===== src/rtl/obstacle_spawner.sv =====
// Obstacle spawner: picks when, where and which obstacle falls next, offering it
// to the motion controller over a valid/ready handshake. Randomness from a 16-bit Galois LFSR.
module obstacle_spawner #(
  parameter int          SCREEN_W = 640,
  parameter int          OBST_W   = 32,
  parameter int          MIN_GAP  = 30,
  parameter logic [3:0]  GAP_MASK = 4'hF,
  parameter logic [15:0] SEED     = 16'hACE1
) (
  input  logic       clk,
  input  logic       reset,
  input  logic       enable,
  input  logic       frame_tick,
  input  logic       spawn_ready,
  output logic       spawn_valid,
  output logic [1:0] obstacle_trigger,
  output logic [9:0] obstacle_start_x,
  output logic [7:0] spawn_count
);

  localparam int          GAP_W = 8;
  localparam logic [9:0]  X_MAX = 10'(SCREEN_W - OBST_W);
  localparam logic [15:0] POLY  = 16'hB400;

  typedef enum logic [1:0] {ST_IDLE = 2'd0, ST_WAIT = 2'd1, ST_OFFER = 2'd2} state_t;

  state_t             state_r, state_s;
  logic [15:0]        lfsr_r, lfsr_s;
  logic [GAP_W-1:0]   gap_r, gap_s;
  logic               valid_r, valid_s;
  logic [1:0]         trig_r, trig_s;
  logic [9:0]         x_r, x_s;
  logic [7:0]         cnt_r, cnt_s;

  function automatic logic [15:0] lfsr_step(input logic [15:0] v);
    return (v >> 1) ^ (v[0] ? POLY : 16'h0000);
  endfunction

  // Fold values past the right edge back onto the screen, then align to 4 px.
  function automatic logic [9:0] offer_x(input logic [9:0] raw);
    logic [9:0] r;
    r = (raw > X_MAX) ? (raw - (X_MAX + 10'd1)) : raw;
    return {r[9:2], 2'b00};
  endfunction

  function automatic logic [1:0] offer_type(input logic [1:0] raw);
    return (raw == 2'b00) ? 2'b01 : raw;
  endfunction

  // Next-state, LFSR and offer-data logic.
  always_comb begin
    state_s = state_r;
    gap_s   = gap_r;
    valid_s = valid_r;
    trig_s  = trig_r;
    x_s     = x_r;
    cnt_s   = cnt_r;
    if (lfsr_r == 16'h0000) begin
      lfsr_s = SEED;
    end else if (enable) begin
      lfsr_s = lfsr_step(lfsr_r);
    end else begin
      lfsr_s = lfsr_r;
    end

    case (state_r)
      ST_IDLE: begin
        if (enable) begin
          state_s = ST_WAIT;
          gap_s   = GAP_W'(MIN_GAP);
        end else begin
          state_s = ST_IDLE;
        end
      end
      ST_WAIT: begin
        if (!enable) begin
          state_s = ST_IDLE;
        end else if (frame_tick) begin
          if (gap_r == {GAP_W{1'b0}}) begin
            state_s = ST_OFFER;
            valid_s = 1'b1;
            trig_s  = offer_type(lfsr_r[11:10]);
            x_s     = offer_x(lfsr_r[9:0]);
          end else begin
            gap_s = gap_r - GAP_W'(1);
          end
        end else begin
          state_s = ST_WAIT;
        end
      end
      ST_OFFER: begin
        // An offer stays up until accepted, whatever enable does meanwhile.
        if (spawn_ready) begin
          valid_s = 1'b0;
          trig_s  = 2'b00;
          cnt_s   = (cnt_r == 8'hFF) ? cnt_r : (cnt_r + 8'd1);
          if (enable) begin
            state_s = ST_WAIT;
            gap_s   = GAP_W'(MIN_GAP) + GAP_W'(lfsr_r[15:12] & GAP_MASK);
          end else begin
            state_s = ST_IDLE;
          end
        end else begin
          state_s = ST_OFFER;
        end
      end
      default: begin
        state_s = ST_IDLE;
        valid_s = 1'b0;
        trig_s  = 2'b00;
      end
    endcase
  end

  // State and output registers.
  always_ff @(posedge clk or negedge reset) begin
    if (!reset) begin
      state_r <= ST_IDLE;
      lfsr_r  <= SEED;
      gap_r   <= {GAP_W{1'b0}};
      valid_r <= 1'b0;
      trig_r  <= 2'b00;
      x_r     <= 10'd0;
      cnt_r   <= 8'd0;
    end else begin
      state_r <= state_s;
      lfsr_r  <= lfsr_s;
      gap_r   <= gap_s;
      valid_r <= valid_s;
      trig_r  <= trig_s;
      x_r     <= x_s;
      cnt_r   <= cnt_s;
    end
  end

  assign spawn_valid      = valid_r;
  assign obstacle_trigger = trig_r;
  assign obstacle_start_x = x_r;
  assign spawn_count      = cnt_r;

endmodule


===== config.mk =====
export PLATFORM = sky130hd
export DESIGN_NAME = obstacle_spawner
export DESIGN_NICKNAME = d
export VERILOG_FILES = /design/src/rtl/obstacle_spawner.sv
export SDC_FILE = /design/constraint.sdc
export NUM_CORES = 1
export LEC_CHECK = 0
export CAP_MARGIN = 25
export CELL_PAD_IN_SITES_DETAIL_PLACEMENT = 0
export CELL_PAD_IN_SITES_GLOBAL_PLACEMENT = 2
export CORE_MARGIN = 10
export CORE_UTILIZATION = 39
export DETAILED_ROUTE_END_ITERATION = 7
export PLACE_DENSITY = 0.86
export SETUP_SLACK_MARGIN = 0.15
export SKIP_LAST_GASP = 1
export SYNTH_ARGS = -nofsm -noshare
export SYNTH_HDL_FRONTEND = slang
export SYNTH_SLANG_ARGS = --single-unit
export TNS_END_PERCENT = 1

===== constraint.sdc =====
create_clock -name clk -period 4.9 [get_ports clk]
set_clock_uncertainty 0.1 [all_clocks]
set_input_delay 0.98 -clock clk [delete_from_list [all_inputs] [get_ports clk]]
set_output_delay 0.98 -clock clk [all_outputs]
set_load 0.005 [all_outputs]

# Word level (Yosys, flattened, before mapping)

Cells that the tools add are included.

Logic and storage cells: 64
Input port bits: 5
Bits in writable memories: 0
Latch bits: 0
Memory bits (read-only): 0
Flip-flop bits (word level): 45
Output and inout port bits: 21
Memories: 0

Bitwise logic cells: 3
Shift-type cells: 0
Multiply operators: 0
Order comparisons: 1
Mux-type cells: 28
Div/mod/pow operators: 0
Eq/ne operators: 11
Add/subtract/negate cells: 4
Reduce and logical (&&, ||, !) cells: 10

Operators with widths:

| cell                                              | count |
|---|---|
| two-way mux 16 bit                                | 3 |
| two-way mux 8 bit                                 | 6 |
| one-hot mux 8 bit (3 select lines)                | 1 |
| two-way mux 2 bit                                 | 9 |
| logical NOT 16 bit                                | 1 |
| XOR 15 x 16 -> 16 bit                             | 1 |
| != test 2 bit (second input constant)             | 7 |
| one-hot mux 2 bit (3 select lines)                | 2 |
| > comparator 10 bit (second input constant)       | 1 |
| two-way mux 10 bit                                | 1 |
| subtractor 10 bit (second input constant)         | 1 |
| adder 8 x 1 -> 8 bit (second input constant)      | 1 |
| equality test 8 bit (second input constant)       | 1 |
| logical NOT 8 bit                                 | 1 |
| subtractor 8 x 1 -> 8 bit (second input constant) | 1 |
| AND reduction 7 bit                               | 1 |
| adder 5 x 4 -> 6 bit (first input constant)       | 1 |
| two-way mux 1 bit                                 | 5 |
| AND reduction 5 bit                               | 1 |
| logical NOT 2 bit                                 | 2 |
| != test 4 bit (second input constant)             | 1 |
| AND reduction 4 bit                               | 1 |
| one-hot mux 1 bit (3 select lines)                | 1 |
| AND reduction 3 bit                               | 1 |
| 5 further kinds                                   | 6 |

# Depth between registers and ports, before layout

Gate-level depths: netlist (run 1).

Depth in word-level cells: 6
Mapped depth: 7
Gate-level depth less buffers: 6

# Worst setup path after synthesis (run 1)

OpenSTA, ideal clock, no wires.

Kind: input port to flip-flop
Start point: input port enable
End point: register x_r[5], in the netlist obstacle_start_x[5]
Required time: 4679 ps
Buffers on the path: 2
Setup slack: 2667 ps
Data arrival time: 2012 ps
Stages on the path: 5
Library setup time: 121 ps
Path through: clkbuf_1 and3_1 nand3_1 clkbuf_1 a22o_1

Word-level cells in the longest chain between the ends: 1

RTL lines:

| item                          | line | text |
|---|---|---|
| from (decl)                   | 12   | `input logic enable,` |
| AND reduction 4 bit (no line) | --   |  |
| to (signal assigned)          | 131  | `x_r <= x_s;` |
| to (decl)                     | 32   | `logic [9:0] x_r, x_s;` |

No other way between the ends.
A chain may end at the register's enable or synchronous reset.

# Worst setup path after layout (run 1)

Start point: input port enable
End point: register gap_r[5]

Word-level cells in the longest chain between the ends: 2
Elaborated cells between the ends (all ways): 4
Classes of those cells: eq/ne: 3; reduce/logical: 1

RTL lines:

| item                              | line | text |
|---|---|---|
| != test 2 bit (no line)           | --   |  |
| AND reduction 7 bit (no line) (*) | --   |  |
| to (signal assigned)              | 120  | `gap_r <= {GAP_W{1'b0}};` |
| to (signal assigned)              | 128  | `gap_r <= gap_s;` |
| to (decl)                         | 29   | `logic [GAP_W-1:0] gap_r, gap_s;` |

Every way passes the cells marked *; elsewhere a longest branch is shown, timed or not.

==> metrics, run 1 <==
post-DR wirelength/cell approximately 16 um; FF+latch count, synth 45; Async SR Flop Fraction 1.00; Residual DRC 0; slowest stage delay, CP about 800 ps; Rel. slew slack 0.474; core box area around 6300 um^2; worst skew pair latency about 300 ps; CP arrival roughly 3300 ps; Top FF cell, synth dfrtp_1; Worst Setup Path Type in2reg; Setup-failing EPs final 0; DR vias between 1500 and 2000; global-route wire length before repair ~10 mm; DPL Wire Length ~4.0 mm; clock tree root driver cell clkbuf_8; Slew Limit Fails 0; Die Span Y roughly 100 um; drt first pass iters 4; vias in the first global route between 1500 and 2000; cts bufs inserted 5; antenna violations before repair 0; Post-synth EDFFs 0; Max FO, Critical Path 30; synth cell count leaders dfrtp_1, nand2_1, inv_1; worst min path class reg2reg; WP data required between 4000 and 5000 ps; library cells used by synthesis 56; DR iter-0 viols ~110; final-stage net count 287; clock sink count 45; synth warn 0; # Post-CTS Setup Buffers 0; post-synth top area share 0.370; H-Tree Depth 2; Tcrit/Tclk final 0.655; n_diodes 0; setup TNS 0 ps; largest net degree at the start of global routing 46; Critical-path top delay cell a2111oi_2; Reg clk slew, reported paths about 90 ps; WHS 382 ps; number of I/O port buffers 23; cell breakdown of the critical path clkdlybuf4s50_1 > buf_4 > nand2_1 > a2111oi_2 > buf_2 > and2_4 > o2111ai_2; I/O pin count 26; Worst setup SP type input pin; VDD IR max approximately 0.00027 V; Chip Width roughly 100 um; Remaining Overflow, GRT 0; Initial Util 0.399; post-synthesis sequential area ratio 0.454; Worst setup EP type flop; DR vias/cell roughly 5.5; die footprint around 10000 um^2; power density over the cells 497 nW/um^2; RSZ-0062 raised after global routing false; status finished clean; Layout area overhead 16.8%; Finished Cell Area 2930 um^2; Fin. Hold Viols 0; GRT Resource Usage Total 0.118; syn_area_per_cell between 9 and 10 um^2; Slew @ Worst Pin 788 ps; Reg2Reg Setup Slack roughly 2300 ps; total power roughly 1.5 mW; # resized after CTS 0; DRT antenna net count 0; GPL Wtd Cong around 0.81; placement-stage cell area 2790 um^2; CTS tree built; FMAX between 300 and 400 MHz; Total Routed Length ~5.7 mm; share of layout cells above drive strength 1 0.135; CTS Hold Bufs 0; Max Root-Sink Buffers 2; leading area contributor after synthesis dfrtp_1; cell with the most instances after synthesis dfrtp_1; max-cap violations 0; Synth Cell Area between 2000 and 3000 um^2; synth top area cells dfrtp_1, dfstp_2, ha_1; leakage 1.25 nW; Mapped Cells 251; post-layout min period about 3200 ps; Rows 29
## critical path: cells and delay by family
family                 cells  cell delay (ps)
buffers and inverters      3             1050
AND/OR/NAND/NOR            2              360
AO/OA/AOI/OAI              2              890
## metal layers
| layer | track usage | part of all wire | routed length [um] | vias up |
|---|---|---|---|---|
| li1 | - | - | - | 970 |
| met1 | 0.162 | 0.50 | 2840 | 944 |
| met2 | 0.176 | 0.46 | 2610 | 27 |
| met3 | 0.0275 | 0.030 | 170 | 4 |
| met4 | 0.0413 | 0.0067 | 38 | 0 |
| met5 | 0 | 0 | 0 | - |
## cells by family (layout without fill, tap and decap cells)
logic type      count (synthesis)  after routing  share of synthesized area
compound gates                 68             68                      0.197
xor+xnor                       10             10                     0.0350
fa+ha+maj                       9              9                     0.0450
buf+inv                        32             54                     0.0549
flops                          45             45                      0.454
mux                            10             10                     0.0430
other cells                     1              2                    0.00150
simple gates                   76             76                      0.170
## report_power, final
group | leakage, nW | switching [mW] | internal, mW | total (mW)
combinational | 0.606 | 0.239 | 0.228 | 0.467
clock | 0.0687 | 0.138 | 0.205 | 0.343
sequential | 0.571 | 0.141 | 0.501 | 0.643
## area by class of cell
type | count | area, um^2
Sequential cell | 45 | 1140
Fill cell | 596 | 3350
Tap cell | 77 | 96.3
Timing Repair Buffer | 26 | 245
Inverter | 20 | 75.1
Clock inverter | 3 | 68.8
Clock buffer | 5 | 68.8
Multi-Input combinational cell | 175 | 1230
## through the flow
stage,cells,utilization,worst slack [ps]
5_1_grt,351,0.466,1530
6_report,351,0.466,1690
4_1_cts,351,0.466,1720
2_1_floorplan,252,-,2670
3_5_place_dp,343,0.444,1400
3_3_place_gp,342,0.443,1260
## cell usage in the layout, fill, tap and decap left out, types with 5 or more instances in the layout
master / instances
nand3_1: 8
a21oi_1: 7
clkbuf_8: 5
dfstp_2: 8
nor2_1: 9
nand2_1: 23
and3_1: 6
a31oi_1: 6
nand4_1: 5
ha_1: 9
mux2_2: 6
o31ai_1: 5
clkdlybuf4s50_1: 22
xnor2_1: 8
dfrtp_1: 37
inv_1: 20
o21ai_0: 12
o211ai_1: 12
## path summary, 6_finish.rpt
path / startpoint / to / depth (start not counted)
max reg2reg: state_r[0]$_DFFE_PN0P_ / gap_r[5]$_DFFE_PN0P_ / 7
max in group asynchronous: reset / obstacle_start_x[5]$_DFFE_PN0P_ / 2
min in group asynchronous: reset / gap_r[4]$_DFFE_PN0P_ / 2
min: obstacle_start_x[8]$_DFFE_PN0P_ / obstacle_start_x[8]$_DFFE_PN0P_ / 2
max: enable / gap_r[5]$_DFFE_PN0P_ / 7
min reg2reg: obstacle_start_x[8]$_DFFE_PN0P_ / obstacle_start_x[8]$_DFFE_PN0P_ / 2
## sequential cells by signal (all words and copies together) (netlist names)
name and flops:
obstacle_trigger 2, lfsr_r 16, gap_r 8, obstacle_start_x 8, spawn_count 8, spawn_valid 1, state_r 2
Note: power is estimated with default switching activity, not from simulation.
==> run 2, diff against run 1 <==
Settings changed: CORE_UTILIZATION 39 to 33, PLACE_DENSITY 0.86 to 0.78.
Clock period 4.9 ns to 2.7 ns, I/O delays scaled along.
==> metrics, run 2 (same netlist as run 1, synthesis figures left out) <==
status finished clean; CTS Hold Bufs 0 (unchanged); uppermost layer routed met4; Reg2Reg Setup Slack 430 ps (-1910 ps); antenna violations before repair 0 (unchanged); power density over the cells 863 nW/um^2 (+74%); post-layout min period 2270 ps; DR vias 1980 (+1.8%); Slew Limit Fails 0 (unchanged); DRT antenna net count 0 (unchanged); post-DR wirelength/cell 15.3 um (-5.0%); DPL Wire Length 4.14 mm (+3.1%); Reg2Reg Depth 6 (-1); FMAX around 440 MHz; core box area 7330 um^2 (+17%); RSZ-0062 raised after global routing false; Die Span Y 107 um (+7.0%); Layout area overhead 17.5%; drt first pass iters 4 (unchanged); Residual DRC 0 (unchanged); number of I/O port buffers 23 (unchanged); vias in the first global route 1944 (-2.0%); share of layout cells above drive strength 1 0.138 (+0.00264); Max Root-Sink Buffers 2 (unchanged); leading cell type in the layout, fill and taps excluded dfrtp_1; Slew @ Worst Pin 641 ps (-146 ps); Biggest register lfsr_r; clock tree root driver cell clkbuf_8; Worst setup SP type flop; area of the multi-input gates 1230 um^2 (unchanged); worst skew pair latency 300 ps (about the same); largest net degree at the start of global routing 46 (unchanged); worst min path class in2async; reg2reg start state_r[1]$_DFFE_PN0P_; most frequent cells in the layout dfrtp_1, nand2_1, clkdlybuf4s50_1; final-stage net count 289 (+0.70%); DR iter-0 viols 94 (-14%); Fin. Hold Viols 0 (unchanged); n_diodes 0 (unchanged); global-route wire length before repair 9.83 mm (-1.7%); Worst Setup Path Type reg2reg; Rel. slew slack 0.573 (+0.0986); Max FO, Critical Path 16 (-47%); Reg clk slew, reported paths 90 ps (about the same); placement-stage cell area 2830 um^2 (+1.6%); Initial Util 0.342 (-0.0573); VDD IR max 0.000337 V (+26%); max reg flops 16 (unchanged); met3 wire length 194 um (+14%); RR Endpoint obstacle_start_x[6]$_DFFE_PN0P_; leakage 1.24 nW (-0.18%); GPL Wtd Cong 0.707 (-13%); Rows 31 (+6.9%); # Post-CTS Setup Buffers 0 (unchanged); Detail Route met2 WL 2.64 mm (+1.5%); H-Tree Depth 2 (unchanged); Remaining Overflow, GRT 0 (unchanged); die footprint 11500 um^2 (+14%); clock sink count 45 (unchanged); cts bufs inserted 5 (unchanged); Chip Width 107 um (+7.0%); Tcrit/Tclk final 0.842; setup TNS 0 ps (unchanged); DR vias/cell 5.28 (-4.7%); Fill cells 723 (+21%); Worst setup EP type flop; Total Routed Length 5.74 mm (+1.5%); max-cap violations 0 (unchanged); CP arrival 2360 ps (-920 ps); CTS tree built; Finished Cell Area 2940 um^2 (+0.64%); I/O pin count 26 (unchanged); Reg area 1140 um^2 (unchanged); # resized after CTS 0 (unchanged); M1 WL 2.83 mm (-0.25%); Setup-failing EPs final 0 (unchanged); WP data required 2790 ps (-2180 ps); GRT Resource Usage Total 0.103 (-0.0150)
-- run 2: where the power goes --
group / switching [mW] / leakage, nW / internal, mW
sequential: 0.252 / 0.571 / 0.910
clock: 0.239 / 0.0554 / 0.278
combinational: 0.433 / 0.617 / 0.428
-- run 2: worst max-delay path, stage by stage (launching register included) --
cell       delay, ps
dfrtp_1          420
inv_1            100
ha_1             570
and3_1           300
nand3_1          320
a31oi_1          270
a2bb2oi_1         80
-- run 2: per-stage QoR --
| step | worst slack, ps | hold slack, ps | power [mW] | std cells | utilization |
|---|---|---|---|---|---|
| after floorplan | 824 | 144 | 1.71 | 252 | - |
| after global placement | 355 | 364 | 2.04 | 367 | 0.386 |
| after detailed placement | 342 | 367 | 2.04 | 367 | 0.386 |
| after CTS | 397 | 246 | 2.57 | 375 | 0.402 |
| after global routing | 218 | 267 | 2.76 | 375 | 0.402 |
| final | 427 | 222 | 2.54 | 375 | 0.402 |
-- run 2: cell type report --
cell class / count / area share
Sequential cell: 45 / 0.386
Multi-Input combinational cell: 175 / 0.419
Timing Repair Buffer: 28 / 0.0892
Tap cell: 99 / 0.0421
Clock buffer: 6 / 0.0246
Clock inverter: 2 / 0.0132
Inverter: 20 / 0.0255
-- run 2: worst max-delay path by stage --
stage,from,to,slack (ps),cells after the start
final,state_r[1]$_DFFE_PN0P_,obstacle_start_x[6]$_DFFE_PN0P_,430,6
after detailed placement,enable,gap_r[5]$_DFFE_PN0P_,340,6
after global routing,state_r[1]$_DFFE_PN0P_,obstacle_start_x[5]$_DFFE_PN0P_,220,6
after CTS,state_r[1]$_DFFE_PN0P_,obstacle_start_x[6]$_DFFE_PN0P_,400,6
after floorplan,gap_r[0]$_DFFE_PN0P_,obstacle_start_x[3]$_DFFE_PN0P_,820,6
after global placement,enable,gap_r[5]$_DFFE_PN0P_,350,6
-- run 2: routing by layer --
metal	track usage	up-vias
met3	0.0234	7
met2	0.164	37
met1	0.134	968
li1	-	968
met4	0.0309	0
met5	0	-
==> run 3, diff against run 2 <==
Clock period 2.7 ns to 1.9 ns, I/O delays scaled along.
==> metrics, run 3 (same netlist as run 1, synthesis figures left out) <==
Chip Width 107 um (unchanged); DPL Wire Length 4.49 mm (+8.4%); CP top delay family compound AO/OA/AOI/OAI gates; leakage 1.42 nW (+14%); cell mode on critical path o211ai_1; Reg clk slew, reported paths 90 ps (about the same); Biggest register lfsr_r; DRT antenna net count 0 (unchanged); Initial Util 0.342 (unchanged); slowest stage delay, CP 440 ps (-130 ps); Layout area overhead 32.4%; post-layout min period 1820 ps (-452 ps); power density over the cells 1170 nW/um^2 (+35%); FMAX 549 MHz (+25%); DR vias 2119 (+7.0%); WHS 385 ps (+164 ps); final-stage net count 324 (+12%); vias in the first global route 2054 (+5.7%); core box area 7330 um^2 (unchanged); Worst setup SP type flop; Remaining Overflow, GRT 0 (unchanged); CP arrival 1950 ps (-410 ps); post-DR wirelength/cell 15.0 um (-2.0%); Max FO, Critical Path 5 (-11); Fin. Hold Viols 0 (unchanged); Non-Filler Instances 410 (+9.3%); pre-CTS setup slack -244 ps (-586 ps); n_diodes 0 (unchanged); GPL Wtd Cong 0.790 (+12%); largest net degree at the start of global routing 46 (unchanged); fin util 0.452 (+0.0509); most frequent cells in the layout buf_4, dfrtp_1, nand2_1; placed cells 400 (+9.0%); Rows 31 (unchanged); cts bufs inserted 5 (unchanged); antenna violations before repair 0 (unchanged); WP data required 2030 ps (-760 ps); global-route wire length before repair 10.3 mm (+4.6%); number of I/O port buffers 23 (unchanged); status finished clean; Total Routed Length 6.15 mm (+7.1%); Setup-failing EPs final 0 (unchanged); DR iter-0 viols 107 (+14%); max-cap violations 0 (unchanged); VDD IR max 0.000440 V (+31%); Tcrit/Tclk final 0.959 (+0.117); total power 3.87 mW (+53%); setup TNS 0 ps (unchanged); leading cell type in the layout, fill and taps excluded buf_4; clock sink count 45 (unchanged); Finished Cell Area 3320 um^2 (+13%); Slew Limit Fails 0 (unchanged); setup ws final 78.6 ps (-348 ps); Die Span Y 107 um (unchanged); GRT Resource Usage Total 0.109 (+0.00619); RSZ-0062 raised after global routing true; worst skew pair latency 310 ps (about the same); clock tree root driver cell clkbuf_8; die footprint 11500 um^2 (unchanged); drt first pass iters 4 (unchanged); Worst Setup Path Type reg2reg; placement-stage cell area 3120 um^2 (+10%); share of layout cells above drive strength 1 0.267 (+0.129); worst hold start obstacle_start_x[2]$_DFFE_PN0P_; DR vias/cell 5.17 (-2.1%); Critical-path top delay cell dfrtp_1; cell breakdown of the critical path inv_2 > ha_4 > o21ba_4 > a2111oi_4 > buf_4 > o211ai_1 > o211ai_1; H-Tree Depth 2 (unchanged); Worst setup EP type flop; Residual DRC 0 (unchanged); max reg flops 16 (unchanged); Max Root-Sink Buffers 2 (unchanged); worst min path class reg2reg; Crit path buffers/inverters 2 (+1); reg2reg start state_r[1]$_DFFE_PN0P_; CTS tree built; I/O pin count 26 (unchanged); Critical path origin state_r[1]$_DFFE_PN0P_
[run 3: cell types whose count changed in the layout (fill, tap and decap cells not counted), moves of 2 or more]
cell / delta
buf_4: +32
inv_1: -2
ha_4: +4
dfrtp_2: +2
dfrtp_1: -2
inv_2: +2
ha_1: -4
[run 3: worst register-to-register path, stage by stage, from the launching register on]
cell and delay, ps:
dfrtp_1 440, inv_2 90, ha_4 170, o21ba_4 210, a2111oi_4 300, buf_4 220, o211ai_1 120, o211ai_1 100
[run 3: repair_timing]
item	4_1_cts	5_1_grt
hold buffers	1	0
pin swaps	3	0
gates resized for setup	12	2
endpoints found under the hold margin	37	0
endpoints found under the setup margin	20	35
setup buffers	1	0
[run 3: cell type report]
cell class	instances	area (um^2)
Tap cell	99	124
Timing Repair Buffer	63	544
Clock inverter	2	38.8
Inverter	20	75.1
Sequential cell	45	1140
Clock buffer	6	72.6
Fill cell	699	4010
Multi-Input combinational cell	175	1320
[run 3: final timing paths]
path / slack, ps / end / cells past startpoint
setup / recovery: 80 / gap_r[3]$_DFFE_PN0P_ / 7
hold / removal: 390 / obstacle_start_x[2]$_DFFE_PN0P_ / 1
setup reg to reg: 80 / gap_r[3]$_DFFE_PN0P_ / 7
hold reg to reg: 390 / obstacle_start_x[2]$_DFFE_PN0P_ / 1
max in group asynchronous: 930 / lfsr_r[13]$_DFFE_PN1P_ / 3
min in group asynchronous: 470 / gap_r[6]$_DFFE_PN0P_ / 3
[run 3: routing by layer]
metal,GRT usage,part of all wire
met4,0.0377,0.014
met1,0.146,0.48
met2,0.167,0.46
met3,0.0263,0.052
met5,0,0
[run 3: report_power, final]
group          internal (mW)  switching, mW  leakage (nW)
clock                  0.395          0.350        0.0554
sequential              1.29          0.301         0.568
combinational          0.795          0.741         0.793
total                   2.48           1.39          1.42
